### src/rtl/spi_pkg.sv
// Shared SPI definitions: transmitter state encoding and frame width.
// Also imported by the spi_receiver testbench.
package spi_pkg;

   localparam int SPI_BITS = 8;

   typedef enum logic [2:0] {
      IDLE,
      SHIFT,
      DONE,
      HOLD,
      GAP
   } state_t;

endpackage

### src/rtl/spi_sck_gen.sv
// SCK half-period generator: while enabled, toggles sck every CLK_DIV cycles and
// raises rise/fall strobes in the cycle before the corresponding sck edge.
module spi_sck_gen #(
   parameter int CLK_DIV = 2
) (
   input  logic clk,
   input  logic rst,
   input  logic en,
   output logic sck,
   output logic rise_stb,
   output logic fall_stb
);

   localparam int            CW   = $clog2(CLK_DIV) + 1;
   localparam logic [CW-1:0] LAST = CW'(CLK_DIV - 1);

   logic [CW-1:0] cnt;
   logic          tick;

   assign tick     = en && (cnt == LAST);
   assign rise_stb = tick && !sck;
   assign fall_stb = tick && sck;

   // Dropping the enable clears the phase, so every frame starts with a full low half-period.
   always_ff @(posedge clk) begin
      if (!rst || !en) begin
         cnt <= '0;
         sck <= 1'b0;
      end else if (tick) begin
         cnt <= '0;
         sck <= ~sck;
      end else begin
         cnt <= cnt + CW'(1);
      end
   end

endmodule

### src/rtl/spi_transmitter.sv
// SPI mode-0 master, MSB first, valid/ready byte input with back-to-back framing.
// Define SPI_TX_RX_CAPTURE_EN to capture spi_miso into rx_data/rx_valid.
module spi_transmitter
   import spi_pkg::*;
#(
   parameter int CLK_DIV = 2
) (
   input  logic                clk,
   input  logic                rst,
   input  logic [SPI_BITS-1:0] tx_data,
   input  logic                tx_valid,
   output logic                tx_ready,
   output logic                spi_sck,
   output logic                spi_mosi,
   output logic                spi_cs,
   input  logic                spi_miso,
   output logic                busy,
   output logic                tx_done,
   output logic [SPI_BITS-1:0] rx_data,
   output logic                rx_valid
);

   localparam int            CW         = $clog2(CLK_DIV) + 1;
   localparam logic [CW-1:0] LAST_PHASE = CW'(CLK_DIV - 1);
   localparam int            BW         = $clog2(SPI_BITS);
   localparam logic [BW-1:0] LAST_BIT   = BW'(SPI_BITS - 1);

   state_t              state, state_next;
   logic [SPI_BITS-1:0] shift_reg;
   logic [BW-1:0]       bit_cnt;
   logic [CW-1:0]       phase_cnt;
   logic                accept;
   logic                rise_stb, fall_stb;

   assign accept   = tx_valid && tx_ready;
   assign spi_mosi = shift_reg[SPI_BITS-1];

   spi_sck_gen #(
      .CLK_DIV (CLK_DIV)
   ) u_sck_gen (
      .clk      (clk),
      .rst      (rst),
      .en       (state == SHIFT),
      .sck      (spi_sck),
      .rise_stb (rise_stb),
      .fall_stb (fall_stb)
   );

   // NOTE: every variable gets its default before the case so no path leaves it unassigned (no latch).
   always_comb begin
      state_next = state;
      case (state)
         IDLE:    if (accept) state_next = SHIFT;
         SHIFT:   if (fall_stb && bit_cnt == LAST_BIT) state_next = DONE;
         DONE:    state_next = accept ? SHIFT : HOLD;
         HOLD:    if (phase_cnt == LAST_PHASE) state_next = GAP;
         GAP:     if (phase_cnt == LAST_PHASE) state_next = IDLE;
         default: state_next = IDLE;
      endcase
   end

   // Outputs are registered from the next state so they line up exactly with the state register.
   // NOTE: non-blocking assignments here so every flop samples pre-edge values regardless of statement order.
   always_ff @(posedge clk) begin
      if (!rst) begin
         state     <= IDLE;
         spi_cs    <= 1'b1;
         tx_ready  <= 1'b0;
         busy      <= 1'b0;
         tx_done   <= 1'b0;
         shift_reg <= '0;
         bit_cnt   <= '0;
         phase_cnt <= '0;
      end else begin
         state    <= state_next;
         spi_cs   <= (state_next == IDLE) || (state_next == GAP);
         tx_ready <= (state_next == IDLE) || (state_next == DONE);
         busy     <= (state_next != IDLE);
         tx_done  <= (state_next == DONE);

         if (accept) begin
            shift_reg <= tx_data;
            bit_cnt   <= '0;
         end else if (state == SHIFT && fall_stb) begin
            bit_cnt <= bit_cnt + BW'(1);
            // Bit 0 stays on mosi through DONE/HOLD rather than shifting in a filler zero.
            if (bit_cnt != LAST_BIT) shift_reg <= shift_reg << 1;
         end

         if (state_next != state)                 phase_cnt <= '0;
         else if (state == HOLD || state == GAP)  phase_cnt <= phase_cnt + CW'(1);
      end
   end

`ifdef SPI_TX_RX_CAPTURE_EN
   logic [SPI_BITS-1:0] rx_shift;

   always_ff @(posedge clk) begin
      if (!rst) begin
         rx_shift <= '0;
         rx_data  <= '0;
         rx_valid <= 1'b0;
      end else begin
         if (state == SHIFT && rise_stb) rx_shift <= {rx_shift[SPI_BITS-2:0], spi_miso};
         if (state_next == DONE)         rx_data  <= rx_shift;
         rx_valid <= (state_next == DONE);
      end
   end
`else
   logic unused_rx;

   assign unused_rx = spi_miso ^ rise_stb;
   assign rx_data   = '0;
   assign rx_valid  = 1'b0;
`endif

endmodule
### config.mk
export PLATFORM = sky130hd
export DESIGN_NAME = spi_transmitter
export DESIGN_NICKNAME = d
export VERILOG_FILES = /design/src/rtl/spi_pkg.sv /design/src/rtl/spi_sck_gen.sv /design/src/rtl/spi_transmitter.sv
export SDC_FILE = /design/constraint.sdc
export NUM_CORES = 1
export LEC_CHECK = 0
export CAP_MARGIN = 20
export CORE_MARGIN = 10
export CORE_UTILIZATION = 45
export CTS_CLUSTER_DIAMETER = 150
export DETAILED_ROUTE_END_ITERATION = 8
export MAX_ROUTING_LAYER = met4
export PLACE_DENSITY = 0.82
export SETUP_SLACK_MARGIN = 0.15
export SLEW_MARGIN = 20
export SYNTH_ARGS = -nofsm -noshare
export SYNTH_HDL_FRONTEND = slang
export SYNTH_SLANG_ARGS = --single-unit
### constraint.sdc
create_clock -name clk -period 3.3 [get_ports clk]
set_input_delay 0.495 -clock clk [delete_from_list [all_inputs] [get_ports clk]]
set_output_delay 0.495 -clock clk [all_outputs]
set_load 0.01 [all_outputs]
==> summary.txt, run 1 <==
Outcome
  • Status: finished clean

Global route
  • GRT Max-Usage Layer: met2
  • First-pass GRT wire length: 3.88 mm
  • GRT met3 Usage: 1.27%
  • Largest net degree at the start of global routing: 17
  • Gr ovfl total: 0
  • Met1 GRT Util: 10.4%
  • Number of global-route vias before repair: 856
  • Initial antenna violation count: 0
  • GR Util met2: 15.8%
  • Total track usage: 9.29%

Timing
  • Worst slew pin tran: 0.555 ns
  • Worst rel slew slack: 62.9%
  • Period minus WS final: 1.84 ns
  • Hold slack: 0.430 ns
  • Fin. max-slew vios: 0
  • Clock Skew: 0.0128 ns
  • Final setup viols: 0
  • RSZ-0062 raised after global routing: no
  • Final Hold Vio Count: 0
  • Final TNS setup: 0 ns
  • Final Cycle Share: 55.9%
  • Fmax: 0.542 GHz

Power
  • Peak VDD IR: 227 uV
  • P_leak: 0.516 nW
  • Power density over the cells: 383 nW/um^2

Synth
  • Top cells by area, synth: dfxtp_1 41%, mux2i_1 8.0%, buf_4 6.6%
  • Sequential share of the synthesized area: 40.7%
  • Main flop type after synthesis: dfxtp_1
  • Post-synthesis sequential element count: 23
  • Count leader, synth: dfxtp_1
  • Post-Synth Adder-Cell Area: 4.42%
  • XOR/XNOR share of the synthesized area: 2.32%
  • Cell variety after synth: 39
  • Warning count from the yosys run: 0
  • Syn avg cell area: 9.35 um^2
  • Post-synth top area cell: dfxtp_1
  • Post-Synth Simple-Gate Area: 16.7%
  • Main combinational cell family by area after synthesis: compound AO/OA/AOI/OAI gates
  • Number of flops mapped to enable cells by yosys: 0
  • Complex-gate fraction of the synthesized area: 18.5%
  • Synthesized cell area: 1130 um^2
  • Leading post-synthesis cells by instance count: 23 x dfxtp_1, 11 x nor2_1, 10 x buf_4
  • Yosys top cell area share: 40.7%
  • Mapped Cells: 121
  • Ys async rst share: 0%
  • Mux contribution to synthesized area: 7.96%

Final layout
  • Area Growth Syn to Fin: 14.8%
  • Reg area: 460 um^2
  • Footprint of the multi-input gates: 598 um^2
  • Largest register FFs: 8
  • Final Util: 53.4%
  • Design area: 1300 um^2
  • Fillers: 230
  • Share of layout cells above drive strength 1: 5.88%
  • # nets final: 153
  • Number of diodes: 0

Die
  • Die Wd: 70.1 um
  • Die area: 4920 um^2
  • Die Height: 70.1 um
  • IO Pins: 27
  • CORE AREA: 2430 um^2
  • # rows: 18
  • Initial core utilization: 46.5%

Clocking
  • Hold buffers post-CTS: 0
  • Num CTS Buffers: 3
  • H-tree Lvls: 1
  • Clk Latency, worst-skew pair: 0.32 ns
  • TritonCTS Sinks: 23
  • Clock Path Buffers: 2
  • Setup bufs post-CTS: 0
  • CTS resizes: 0
  • Clock transition at the registers of the reported paths: 0.12 ns
  • Root Buffer: clkbuf_4
  • CTS tree: yes

Worst setup path
  • Crit path max fanout: 12
  • CP startpoint kind: input pin
  • Crit path capture type: flop
  • Critical path's slowest cell: clkdlybuf4s50_1
  • CP Class: input pin to flop
  • R2R setup slack: 1.61 ns
  • Worst EP arrival: 2.10 ns
  • Worst stage delay on the critical path: 0.72 ns
  • Critical path required time: 3.56 ns
  • Ordered cell list for the critical path: clkdlybuf4s50_1 -> inv_1 -> or4_1 -> nor2_1

Detailed routing
  • DRT iter0 DRCs: 49
  • Post-detailed-routing wire length: 2.29 mm
  • DRC: 0
  • Number of vias in the routed layout: 890
  • Antenna viol nets, final: 0
  • Drt pass-1 iters: 4
  • WL per Instance: 13.8 um
  • Vias/cell: 5.36

Placed design
  • Port Buffers: 16
  • DP Area: 1270 um^2
  • Post-DP HPWL: 1.77 mm
  • Placer Congestion: 0.895

Job
  • Max-capacitance violation count: 0

Worst hold path
  • Hold Crit Class: flop to flop
placed cells by master, fill, tap and decap left out, types with 2 or more instances in the layout:
cell type and instances:
mux2i_1 9, o31ai_1 2, dfxtp_1 23, nand2_1 5
nor2_1 11, clkbuf_4 3, o22ai_1 2, o21ai_0 8
inv_1 3, nand2b_1 2, a21oi_1 9, xnor2_1 3
o221ai_1 2, ha_1 4, o21a_1 3, conb_1 9
clkdlybuf4s50_1 16
layer usage:
layer  vias up  wire, um
met1       419       997
met2        20      1170
li1        449         -
met3         2        95
met4         0        27
met5         -         0
metrics by stage:
step | setup slack [ns] | total power [mW] | instances
floorplan | 1.79 | 0.351 | 129
global placement | 1.18 | 0.369 | 162
detailed placement | 1.16 | 0.371 | 162
CTS | 1.46 | 0.498 | 166
global route | 1.40 | 0.518 | 166
finish | 1.46 | 0.498 | 166
power breakdown:
group          internal (mW)  total, mW  switching [mW]
Combinational         0.0324     0.0648          0.0323
Sequential             0.291      0.301          0.0100
Clock                 0.0454      0.133          0.0873
cells by family after synthesis:
logic type,count (synthesis)
AOI/OAI and AO/OA,33
and+or+nand+nor,31
DFF,23
buffers and inverters,17
muxes,9
adders and majority gates,4
xor gates and xnor gates,3
other,1
critical path: cells and delay by family:
kind                   cells  cell delay (ns)
buffers and inverters      2             0.95
AND/OR/NAND/NOR            2             0.66
path summary, 6_finish.rpt:
check / startpoint / endpoint / cells past startpoint
worst max register to register: bit_cnt[0] / shift_reg[7] / 5
worst min register to register: u_sck_gen.cnt[0] / u_sck_gen.cnt[0] / 1
worst min-delay path: u_sck_gen.cnt[0] / u_sck_gen.cnt[0] / 1
worst max-delay path: rst / u_sck_gen.cnt[1] / 4
final cells by class:
class	instances	share of cell area [%]
clock buffer	3	1.73
clock inverter	1	0.385
inverter	4	1.16
timing repair buffer	16	12.3
multi-input combinational	89	46.0
sequential	23	35.5
tap	30	2.89
(Power assumes the default switching activity.)
==> run 2: changes to the inputs <==
clock period = 1.7 ns   (was 3.3 ns; I/O delays follow)
==> run 2 against run 1 <==
- routed wire length is 6.7% higher
- flip-flop and latch count stayed put
- final area is 6.6% higher
- critical path depth is 3 lower
- via count is 5.8% higher
- combinational power is 110% higher
- clock power is 100% higher
==> summary.txt, run 2 (synthesis results as in run 1) <==
Final layout
  • # nets final: 159 (+3.9%)
  • Largest register FFs: 8 (unchanged)
  • Share of layout cells above drive strength 1: 15.5% (+9.6 points)
  • Reg area: 465 um^2 (+1.1%)
  • Most frequent cells in the layout: 19 x dfxtp_1, 15 x clkdlybuf4s50_1, 11 x nor2_1
  • Fillers: 214 (-7.0%)
  • Number of diodes: 0 (unchanged)
  • Commonest non-fill, non-tap cell in the layout: dfxtp_1
  • Area Growth Syn to Fin: 22.3%
  • Footprint of the multi-input gates: 628 um^2 (+5.0%)

Die
  • Die Height: 70.1 um (unchanged)
  • Die Wd: 70.1 um (unchanged)
  • IO Pins: 27 (unchanged)
  • Die area: 4920 um^2 (unchanged)
  • # rows: 18 (unchanged)
  • CORE AREA: 2430 um^2 (unchanged)
  • Initial core utilization: 46.5% (unchanged)

Worst setup path
  • WP buf/inv: 1 (-1)
  • CP startpoint kind: flop
  • Top delay family on crit path: buffers and inverters
  • Worst EP arrival: 1.25 ns (-0.85 ns)
  • Ordered cell list for the critical path: clkdlybuf4s50_1
  • Crit path capture type: output port
  • R2R setup slack: 0.21 ns (-1.40 ns)
  • Crit path max fanout: 4 (-8)
  • Critical path's slowest cell: clkdlybuf4s50_1
  • Critical path required time: 1.44 ns (-2.12 ns)
  • Worst stage delay on the critical path: 0.55 ns (-0.17 ns)
  • CP Class: flop to output port

Timing
  • Final Cycle Share: 88.7%
  • Clock Skew: 0.00592 ns (-0.00685 ns)
  • Period minus WS final: 1.51 ns
  • Fmax: 0.663 GHz
  • Final Hold Vio Count: 0 (unchanged)
  • Final TNS setup: 0 ns (unchanged)
  • Fin. max-slew vios: 0 (unchanged)
  • RSZ-0062 raised after global routing: no
  • Hold slack: 0.488 ns (+0.0577 ns)
  • Final setup viols: 0 (unchanged)

Clocking
  • CTS tree: yes
  • Clock transition at the registers of the reported paths: 0.13 ns (about the same)
  • Clock Path Buffers: 2 (unchanged)
  • Root Buffer: clkbuf_4
  • H-tree Lvls: 1 (unchanged)
  • Hold buffers post-CTS: 0 (unchanged)
  • TritonCTS Sinks: 23 (unchanged)
  • Clk Latency, worst-skew pair: 0.33 ns (about the same)
  • Num CTS Buffers: 3 (unchanged)

Detailed routing
  • Drt pass-1 iters: 4 (unchanged)
  • Post-detailed-routing wire length: 2.45 mm (+6.7%)
  • WL per Instance: 14.2 um (+2.9%)
  • DRC: 0 (unchanged)
  • Vias/cell: 5.48 (+2.2%)
  • Number of vias in the routed layout: 942 (+5.8%)
  • Antenna viol nets, final: 0 (unchanged)
  • DRT iter0 DRCs: 21 (-57%)

Power
  • Power density over the cells: 712 nW/um^2 (+86%)
  • P_leak: 0.571 nW (+11%)
  • Peak VDD IR: 487 uV (+110%)

Worst hold path
  • Hold Crit Class: flop to flop

Global route
  • Initial antenna violation count: 0 (unchanged)
  • Largest net degree at the start of global routing: 17 (unchanged)
  • First-pass GRT wire length: 3.97 mm (+2.1%)
  • Number of global-route vias before repair: 909 (+6.2%)
  • Gr ovfl total: 0 (unchanged)
  • Total track usage: 9.84% (+0.54 points)

Outcome
  • Status: finished clean

Placed design
  • Post-DP HPWL: 1.82 mm (+2.9%)
  • Port Buffers: 16 (unchanged)
  • Placer Congestion: 0.868 (-3.0%)

Job
  • Max-capacitance violation count: 0 (unchanged)
run 2: power by group:
part / total [mW] / switching (mW) / leakage, nW / internal [mW]
clock: 0.266 / 0.173 / 0.0150 / 0.0923
sequential: 0.585 / 0.0204 / 0.189 / 0.564
combinational: 0.135 / 0.0665 / 0.366 / 0.0690
run 2: path summary, 6_finish.rpt:
kind	start	to	cells after the start
setup reg to reg	phase_cnt[1]	phase_cnt[1]	6
setup / recovery	tx_ready	tx_ready	1
hold reg to reg	u_sck_gen.cnt[0]	u_sck_gen.cnt[0]	1
hold / removal	u_sck_gen.cnt[0]	u_sck_gen.cnt[0]	1
run 2: metal layers:
metal  up-vias  part of all wire [%]  global-route usage, %
met4         0                   2.8                   7.68
li1        462                     -                      -
met3         5                   3.0                  0.989
met1       452                    43                   10.8
met2        23                    51                   15.9
met5         -                     0                      -
run 2: per-stage QoR:
stage	std cells	power (mW)	setup WS (ns)	cell area (um^2)	utilization, %
floorplan	129	0.682	0.193	1160	-
global placement	167	0.720	0.146	1310	53.8
detailed placement	167	0.725	0.141	1310	53.8
CTS	171	0.978	0.154	1340	55.1
global route	172	1.02	0.119	1380	56.9
finish	172	0.986	0.191	1380	56.9
run 2: worst register-to-register path, delay by kind of cell, from the launching register on:
kind,cells,cell delay (ns)
adder cells (fa/ha/maj),1,0.19
AND/OR/NAND/NOR,2,0.63
buffers and inverters,1,0.05
flip-flops,1,0.36
AO/OA/AOI/OAI,2,0.21
run 2: area by class of cell:
| cell class | count | area share (%) |
|---|---|---|
| well taps | 30 | 2.71 |
| flip-flops and latches | 23 | 33.6 |
| multi-input cells | 89 | 45.4 |
| repair buffers | 22 | 15.3 |
| inverters | 4 | 1.08 |
| clock buffers | 4 | 1.90 |
run 2: what timing repair did:
item / 4_1_cts / 5_1_grt
pin swaps: 0 / 1
endpoints found under the setup margin: 4 / 18
gates cloned: 0 / 0
gates resized for setup: 3 / 9
buffers inserted: 0 / 1
==> run 3: changes to the inputs <==
SLEW_MARGIN = 10   (was 20)
==> results of run 3 <==
Final layout, timing and power as in run 2 (identical DEF).
